### config.mk
export PLATFORM = sky130hd
export DESIGN_NAME = dffe_skid_stage
export DESIGN_NICKNAME = d
export VERILOG_FILES = /design/src/rtl/dffe_skid_stage.sv
export SDC_FILE = /design/constraint.sdc
export NUM_CORES = 1
export LEC_CHECK = 0
export ABC_AREA = 1
export BUFFER_PORTS_ARGS = -buffer_cell sky130_fd_sc_hd__buf_2
export CORE_AREA = 2 2 48 50
export DETAILED_ROUTE_END_ITERATION = 7
export DIE_AREA = 0 0 50 52
export PLACE_DENSITY = 0.71
export SLEW_MARGIN = 10
export SYNTH_ARGS = -nofsm -noshare
export SYNTH_HDL_FRONTEND = slang
export SYNTH_SLANG_ARGS = --single-unit
### constraint.sdc
create_clock -name clk -period 1.65 [get_ports clk]
set_clock_uncertainty 0.2 [all_clocks]
set_input_delay 0.0825 -clock clk [delete_from_list [all_inputs] [get_ports clk]]
set_output_delay 0.0825 -clock clk [all_outputs]
set_load 0.03 [all_outputs]
### src/rtl/dffe_skid_stage.sv
// Purpose : two-entry registered skid stage; turns a valid/ready stream into
//           per-cycle enable (E) and data (Q) for a downstream register bank.
// Latency : 1 cycle from accepted D to Q when the stage is empty or popping.
// Backpr. : in_ready is registered and drops only when both entries are full;
//           no combinational path from out_ready to in_ready.
// Ports   : clk; R sync reset (highest priority); S sync set (loads SET_VAL);
//           in_valid/in_ready/D upstream; out_valid/out_ready/Q downstream;
//           E = out_valid & out_ready.
module dffe_skid_stage #(
  parameter int               WIDTH   = 8,
  parameter logic [WIDTH-1:0] SET_VAL = {WIDTH{1'b1}}
) (
  input  logic             clk,
  input  logic             R,
  input  logic             S,
  input  logic             in_valid,
  output logic             in_ready,
  input  logic [WIDTH-1:0] D,
  output logic             out_valid,
  input  logic             out_ready,
  output logic [WIDTH-1:0] Q,
  output logic             E
);

  typedef enum logic [1:0] {
    ST_EMPTY = 2'd0,
    ST_ONE   = 2'd1,
    ST_TWO   = 2'd2
  } state_t;

  state_t           r_state;
  logic             r_in_ready;
  logic             r_out_valid;
  logic [WIDTH-1:0] r_q;
  logic [WIDTH-1:0] r_skid;

  logic             w_acc;
  logic             w_pop;

  // Handshakes are formed only from registered flags, so D is never sampled
  // unless in_valid is high and the stage is actually accepting.
  assign w_acc = in_valid & r_in_ready;
  assign w_pop = r_out_valid & out_ready;

  always_ff @(posedge clk) begin
    if (R) begin
      r_state     <= ST_EMPTY;
      r_q         <= '0;
      r_skid      <= '0;
      r_out_valid <= 1'b0;
      r_in_ready  <= 1'b1;
    end else if (S) begin
      // Preload a known word; any handshake in this cycle is dropped.
      r_state     <= ST_ONE;
      r_q         <= SET_VAL;
      r_skid      <= '0;
      r_out_valid <= 1'b1;
      r_in_ready  <= 1'b1;
    end else begin
      case (r_state)
        ST_EMPTY: begin
          if (w_acc) begin
            r_q         <= D;
            r_state     <= ST_ONE;
            r_out_valid <= 1'b1;
          end
        end
        ST_ONE: begin
          if (w_acc && w_pop) begin
            // Full-throughput case: replace the word leaving this cycle.
            r_q <= D;
          end else if (w_acc) begin
            // Downstream stalled: park the new word in the skid register.
            r_skid     <= D;
            r_state    <= ST_TWO;
            r_in_ready <= 1'b0;
          end else if (w_pop) begin
            r_state     <= ST_EMPTY;
            r_out_valid <= 1'b0;
          end
        end
        ST_TWO: begin
          // in_ready is low here, so only a pop can move the state.
          if (w_pop) begin
            r_q        <= r_skid;
            r_state    <= ST_ONE;
            r_in_ready <= 1'b1;
          end
        end
        default: begin
          r_state     <= ST_EMPTY;
          r_out_valid <= 1'b0;
          r_in_ready  <= 1'b1;
        end
      endcase
    end
  end

  assign in_ready  = r_in_ready;
  assign out_valid = r_out_valid;
  assign Q         = r_q;
  // out_valid is low in EMPTY, so E can never fire there.
  assign E         = r_out_valid & out_ready;

endmodule

# Yosys cells after proc, flatten, opt, wreduce, memory -nomap -nowiden
# Cells that the tools add are included.
# classes
add_sub_neg,0
mul,0
div,0
magnitude_cmp,0
eq_ne,15
shifts,0
mux,22
bitwise,4
n_reduce_logical,10
# ops
op,n
$mux 8,4
$pmux 8 s3,1
$ne 3x3->1 const B,7
$reduce_and 4->1,4
$mux 2,5
$ne 2x2->1 const B,5
$mux 1,9
$pmux 1 s3,2
$pmux 2 s3,1
$reduce_and 5->1,1
$ne 4x4->1 const B,1
$reduce_bool 4->1,1
$reduce_and 3->1,1
$and 1x1->1,2
$eq 2x1->1 const B,1
$eq 2x2->1 const B,1
$logic_not 2->1,1
$not 1->1,2
$reduce_or 2->1,1
$logic_and 1x1->1,1
# word_totals
regBits,20
latch_bits,0
mem_bits_rw,0
mem_bits_ro,0
inputBits,13
n_memories,0

# Longest topological paths before layout
# Gate-level depths: netlist of run 1.
# depth
word_depth,6
ltp_mapped,8

# Worst setup path after synthesis of run 1
# OpenSTA, ideal clock, no wires.
# synth_timing
path_type,flip-flop to flip-flop
start,register r_out_valid (netlist: out_valid)
end,register r_q[0] (netlist: Q[0])
setup_time_ps,113
arrival_ps,1376
t_required_ps,1337
slack_ps,-39
path_stages_with_launch,8
period_less_slack_ps,1689
cell_sequence,dfxtp_1 -> nand2_2 -> inv_1 -> o21ai_4 -> inv_2 -> nand2_4 -> nor2_1 -> nor2_1
# synth_between
elab_chain_len,4
# synth_lines
element,line,source
from (decl),33,logic r_out_valid;
from (signal assigned),50,r_out_valid <= 1'b0;
from (signal assigned),57,r_out_valid <= 1'b1;
from (signal assigned),65,r_out_valid <= 1'b1;
$and 1x1->1 (*),n/a,
net E,22,output logic E
$logic_and 1x1->1,69,if (w_acc && w_pop) begin
$ne 3x3->1 (no source line),n/a,
$reduce_and 4->1 (no source line) (*),n/a,
to (signal assigned),85,r_q <= r_skid;
to (decl),34,logic [WIDTH-1:0] r_q;
# Mark *: on every way through the listed nets, which the timed path passes. The rest lies on a longest branch.
# A chain may end at the register's enable or synchronous reset.

# Worst setup path in the final report of run 1
# layout_timing
start,register r_out_valid (netlist: out_valid)
end,register r_q[7] (netlist: Q[7])
# layout_between
elab_chain_len,4
# layout_lines
element,line,source
$and 1x1->1 (*),43,assign w_pop = r_out_valid & out_ready;
$logic_and 1x1->1,69,
$ne 3x3->1 (no source line),n/a,
$reduce_and 4->1 (no source line) (*),n/a,
# Mark *: on every way between the ends. The rest lies on a longest branch, timed or not.

==> results of run 1 <==
-- routing by layer --
metal | vias up | GRT usage
li1 | 520 | -
met4 | 0 | 0.08333
met5 | - | 0
met2 | 26 | 0.3136
met3 | 4 | 0.03736
met1 | 444 | 0.2598
-- through the flow --
step	cells	instance area [sq um]	hold WS (ns)	utilization
global placement	189	1135	0.08108	0.5389
floorplan	139	989.7	-0.04843	-
CTS	203	1271	0.06227	0.6037
detailed placement	189	1135	0.07905	0.5389
finish	203	1274	0.05597	0.6049
global route	203	1274	0.08613	0.6049
-- power groups by stage --
| stage | logic [mW] | registers (mW) | clock network, mW |
|---|---|---|---|
| floorplan | 0.144 | 0.593 | 0 |
| global placement | 0.256 | 0.546 | 0 |
| detailed placement | 0.260 | 0.548 | 0 |
| CTS | 0.279 | 0.537 | 0.296 |
| global route | 0.312 | 0.542 | 0.317 |
| finish | 0.281 | 0.537 | 0.291 |
-- layout make-up --
cell class | instances | share of cell area
Sequential cell | 20 | 0.3143
Tap cell | 28 | 0.02750
Timing Repair Buffer | 35 | 0.1807
Multi-Input combinational cell | 99 | 0.3959
Inverter | 17 | 0.05305
Clock buffer | 4 | 0.02849
-- logic make-up (layout without fill, tap and decap cells) --
| kind of cell | count (synthesis) | after routing | synth area share |
|---|---|---|---|
| AND/OR/NAND/NOR | 66 | 66 | 0.3173 |
| AO/OA/AOI/OAI | 33 | 33 | 0.1916 |
| flip-flops | 20 | 20 | 0.4061 |
| buffers and inverters | 20 | 56 | 0.08501 |
-- repair_timing --
action                                  CTS  global route
endpoints found under the hold margin    18             0
hold buffers                             10             0
endpoints found under the setup margin    0             5
resized for setup                         0             1
-- Yosys cell counts (2+ instances only) --
master	number
nand2_1	28
nand3_1	4
a21oi_1	11
nand3b_1	8
dfxtp_1	20
o21ai_0	17
inv_1	14
inv_2	2
nor2_1	20
nor2_2	2
nand2_4	3
-- registers in the layout (all words and copies together) (netlist names) --
| name | flops |
|---|---|
| r_skid | 8 |
| Q | 8 |
| out_valid | 1 |
| in_ready | 1 |
| r_state | 2 |
-- critical path, cell delays in order (launching register included) --
cell and delay, ns:
dfxtp_1 0.35, nand2_2 0.16, clkinvlp_4 0.15, o21ai_4 0.28
inv_2 0.07, nand2_4 0.11, nor2_1 0.07, nor2_1 0.09
-- path summary, 6_finish.rpt --
path / end / from / slack [ns] / cells after the start
setup / recovery: Q[7] / out_valid / 0.10 / 7
setup reg to reg: Q[7] / out_valid / 0.10 / 7
hold / removal: r_state[0] / in_valid / 0.06 / 4
hold reg to reg: r_skid[4] / r_skid[4] / 0.26 / 2
==> impl_metrics.yaml, run 1 <==
clocking:
  insertion_delay_ns: 0.31
  cts_buffers: 3
  h-tree-depth: 1
  cts_tree: "built"
  clock-sinks: 20
  clk_pin_slew_ns: 0.12
  cts_root_buf: "clkbuf_4"
  ctsLongestPathBuffers: 2
  post_cts.repair.setup_buffers: 0
power:
  switching_share: 0.3209
  seqPwrFrac: 0.484
  switchingPower_mw: 0.3562
  pwr_density_cell_nw_per_um2: 871.5
  fin_total_pwr_mw: 1.110
  p_leak_nw: 0.6021
  comb_power_share: 0.253
  peakVddDrop_mv: 0.5442
  p_int_mw: 0.7538
  clockPowerShare: 0.263
global_route:
  grt_pass1_vias: 882
  antenna_found_initial: 0
  grt_usage: 0.1970
  grt_pass1_wl_um: 3836
  grt_max_degree: 18
  globalRouteOverflowTotal: 0
timing:
  fin_ws_ns: 0.1039
  finalCriticalPeriod_ns: 1.546
  tns_ns: 0
  rsz0062_at_grt: "false"
  worst_slew_pin_slew_ns: 0.3862
  hold_viol: 0
  max-slew-margin-rel: 0.7423
  final-max-slew-violation-count: 0
  period_share: 0.9370
  fmax_mhz: 646.8
  setup_viol: 0
routing:
  wl_per_cell_um: 11.25
  drtIter0Drc: 17
  wl_met2_um: 1071
  drt_pre_antenna_iters: 4
  finalWirelength_um: 2284
  highest_layer: "met4"
  drc: 0
  via_count: 994
  viasPerCell: 4.897
  ant_nets: 0
  drt-met1-wl_um: 1102
  wl_met3_um: 82
logic_synthesis:
  synth_seq_cells: 20
  ys_async_sr_fraction: 0
  ys_seq_area_frac: 0.4061
  syn_nets: 152
  synthDominantCellAreaShare: 0.4061
  ys_warn_count: 0
  synthFlopType: "dfxtp_1"
  postSynthAreaPerCell_sq_um: 7.093
  synth_cell_types: 21
  synth_area_leaders: "dfxtp_1 41%, nand2_1 11%, o21ai_0 8.6%, nor2_1 7.6%, nand3b_1 6.1%"
  synth_cells: 139
  yosysTopAreaCell: "dfxtp_1"
  synth-edff-count: 0
  syn-cell-area_sq_um: 985.9
floorplan:
  io_pins: 24
  fp.dieH_um: 52
  coreArea_sq_um: 2106
  rows: 17
  die_area_sq_um: 2600
  die_w_um: 50
  initial_utilization: 0.4682
hold_path:
  hp-class: "input pin to flop"
finish:
  final_layout_size_suffix_gt1_frac: 0.2400
  final_common_cell: "nand2_1"
  area_delta_synth_final_pct: 29.19
  ff_latch_area_sq_um: 400.4
  antenna_cells: 0
  fill_cells: 196
  nets: 189
  layout_common_cells: "27 x nand2_1, 23 x buf_2, 20 x dfxtp_1, 20 x nor2_1, 17 x o21ai_0"
  multi_input_area_sq_um: 504.2
flow_run:
  cap_violations: 0
critical_path:
  cp-start-kind: "flop"
  crit_type: "flop to flop"
  cp.required_ns: 1.70
  worstPathMaxFanout: 9
  critPathCaptureType: "flop"
  worst_ep_arrival_time_ns: 1.60
placed_design:
  post-place-ws_ns: 0.1479
  post-dp-hpwl_um: 1589
  place_congestion: 0.8146
  io_buffers: 23
run_status:
  status: "finished clean"
No activity file was read; power rests on OpenSTA's default activity.
==> run 2, diff against run 1 <==
- CTS_CLUSTER_DIAMETER: unset -> 150
- MAX_ROUTING_LAYER: unset -> met4
==> run 2 against run 1 <==
  * Hold slack gained 0.0015 ns
  * First-iteration DRC count stayed put
  * Die area stayed put
  * Non-clock buffer count stayed put
  * Largest cell class unchanged
==> impl_metrics.yaml, run 2 (synthesis results as in run 1) <==
routing:
  drtIter0Drc: 17
  via_count: 991
  ant_nets: 0
  finalWirelength_um: 2260
  drc: 0
  wl_per_cell_um: 11.13
  viasPerCell: 4.882
  drt_pre_antenna_iters: 6
global_route:
  grt_usage: 0.2023
  grt_max_degree: 18
  globalRouteOverflowTotal: 0
  antenna_found_initial: 0
  grt_pass1_vias: 881
  grt_pass1_wl_um: 3843
finish:
  nets: 189
  layout_common_cells: "27 x nand2_1, 23 x buf_2, 20 x dfxtp_1, 20 x nor2_1, 17 x o21ai_0"
  final_common_cell: "nand2_1"
  multi_input_area_sq_um: 504.2
  final_layout_size_suffix_gt1_frac: 0.2400
  fill_cells: 196
  ff_latch_area_sq_um: 400.4
  antenna_cells: 0
  area_delta_synth_final_pct: 29.19
timing:
  fin_ws_ns: 0.1034
  worst_slew_pin_slew_ns: 0.3862
  rsz0062_at_grt: "false"
  finalCriticalPeriod_ns: 1.547
  period_share: 0.9373
  fmax_mhz: 646.6
  final-max-slew-violation-count: 0
  max-slew-margin-rel: 0.7422
  hold_viol: 0
  tns_ns: 0
  setup_viol: 0
critical_path:
  critPathCaptureType: "flop"
  worst_ep_arrival_time_ns: 1.59
  crit_top_cell: "nor2_1"
  cpMaxStageDelayCell: "dfxtp_1"
  cp-start-kind: "flop"
  r2r_slack_ns: 0.10
  crit_path_start: "out_valid"
  worstReg2RegEnd: "Q[7]"
  crit_type: "flop to flop"
  reg2reg_depth: 7
  path_cells: "nand2_2 -> clkinvlp_4 -> o21ai_4 -> inv_2 -> nand2_4 -> nor2_1 -> nor2_1"
  worstPathMaxFanout: 9
  critPathMaxStageDelay_ns: 0.35
  cp.required_ns: 1.70
  r2r-start: "out_valid"
floorplan:
  rows: 17
  coreArea_sq_um: 2106
  die_w_um: 50
  initial_utilization: 0.4682
  fp.dieH_um: 52
  io_pins: 24
  die_area_sq_um: 2600
clocking:
  cts_buffers: 3
  insertion_delay_ns: 0.31
  h-tree-depth: 1
  post_cts.repair.setup_buffers: 0
  ctsLongestPathBuffers: 2
  clock-sinks: 20
  cts_tree: "built"
  clk_pin_slew_ns: 0.12
  cts_root_buf: "clkbuf_4"
hold_path:
  hold_start: "in_valid"
  hp-class: "input pin to flop"
  min_to: "r_state[0]"
  hold_depth: 4
flow_run:
  cap_violations: 0
placed_design:
  place_congestion: 0.8266
  post-dp-hpwl_um: 1589
  io_buffers: 23
  post-place-ws_ns: 0.1479
power:
  pwr_density_cell_nw_per_um2: 869.9
  p_leak_nw: 0.6021
  fin_total_pwr_mw: 1.108
  peakVddDrop_mv: 0.5447
run_status:
  status: "finished clean"
## run 2: worst max path at each step
stage	to	cells after the start
2_1_floorplan	in_ready	6
3_3_place_gp	in_ready	6
3_5_place_dp	in_ready	6
4_1_cts	Q[5]	7
5_1_grt	Q[2]	7
6_report	Q[7]	7
## run 2: critical path: cells and delay by family, from the launching register on
family                 cells  cell delay, ns
DFF                        1            0.35
buffers and inverters      2            0.22
and+or+nand+nor            4            0.43
AOI/OAI and AO/OA          1            0.28
## run 2: cell type report
type	count	area share
Clock buffer	4	0.02849
Inverter	17	0.05305
Multi-Input combinational cell	99	0.3959
Sequential cell	20	0.3143
Tap cell	28	0.02750
Timing Repair Buffer	35	0.1807
## run 2: repair_timing
action	CTS	global route
endpoints found under the setup margin	0	5
gates resized for setup	0	1
hold endpoints to repair	18	0
hold buffers	10	0
## run 2: metal layers
layer  global-route usage  up-vias  share of wire
met1               0.2598      448           0.48
met5                    -        -              0
met2               0.3136       20           0.47
met3              0.03736        5          0.030
met4              0.08333        0          0.018
li1                     -      518              -
## run 2: power by group
part           internal [mW]  switching (mW)
clock                  0.135           0.155
combinational          0.102           0.179
sequential             0.517          0.0203
## run 2: metrics by stage
stage	utilization	hold slack [ns]	area [sq um]	std cells
floorplan	-	-0.04843	989.7	139
global placement	0.5389	0.08108	1135	189
CTS	0.6037	0.06227	1271	203
finish	0.6049	0.05747	1274	203
global route	0.6049	0.08613	1274	203
detailed placement	0.5389	0.07905	1135	189
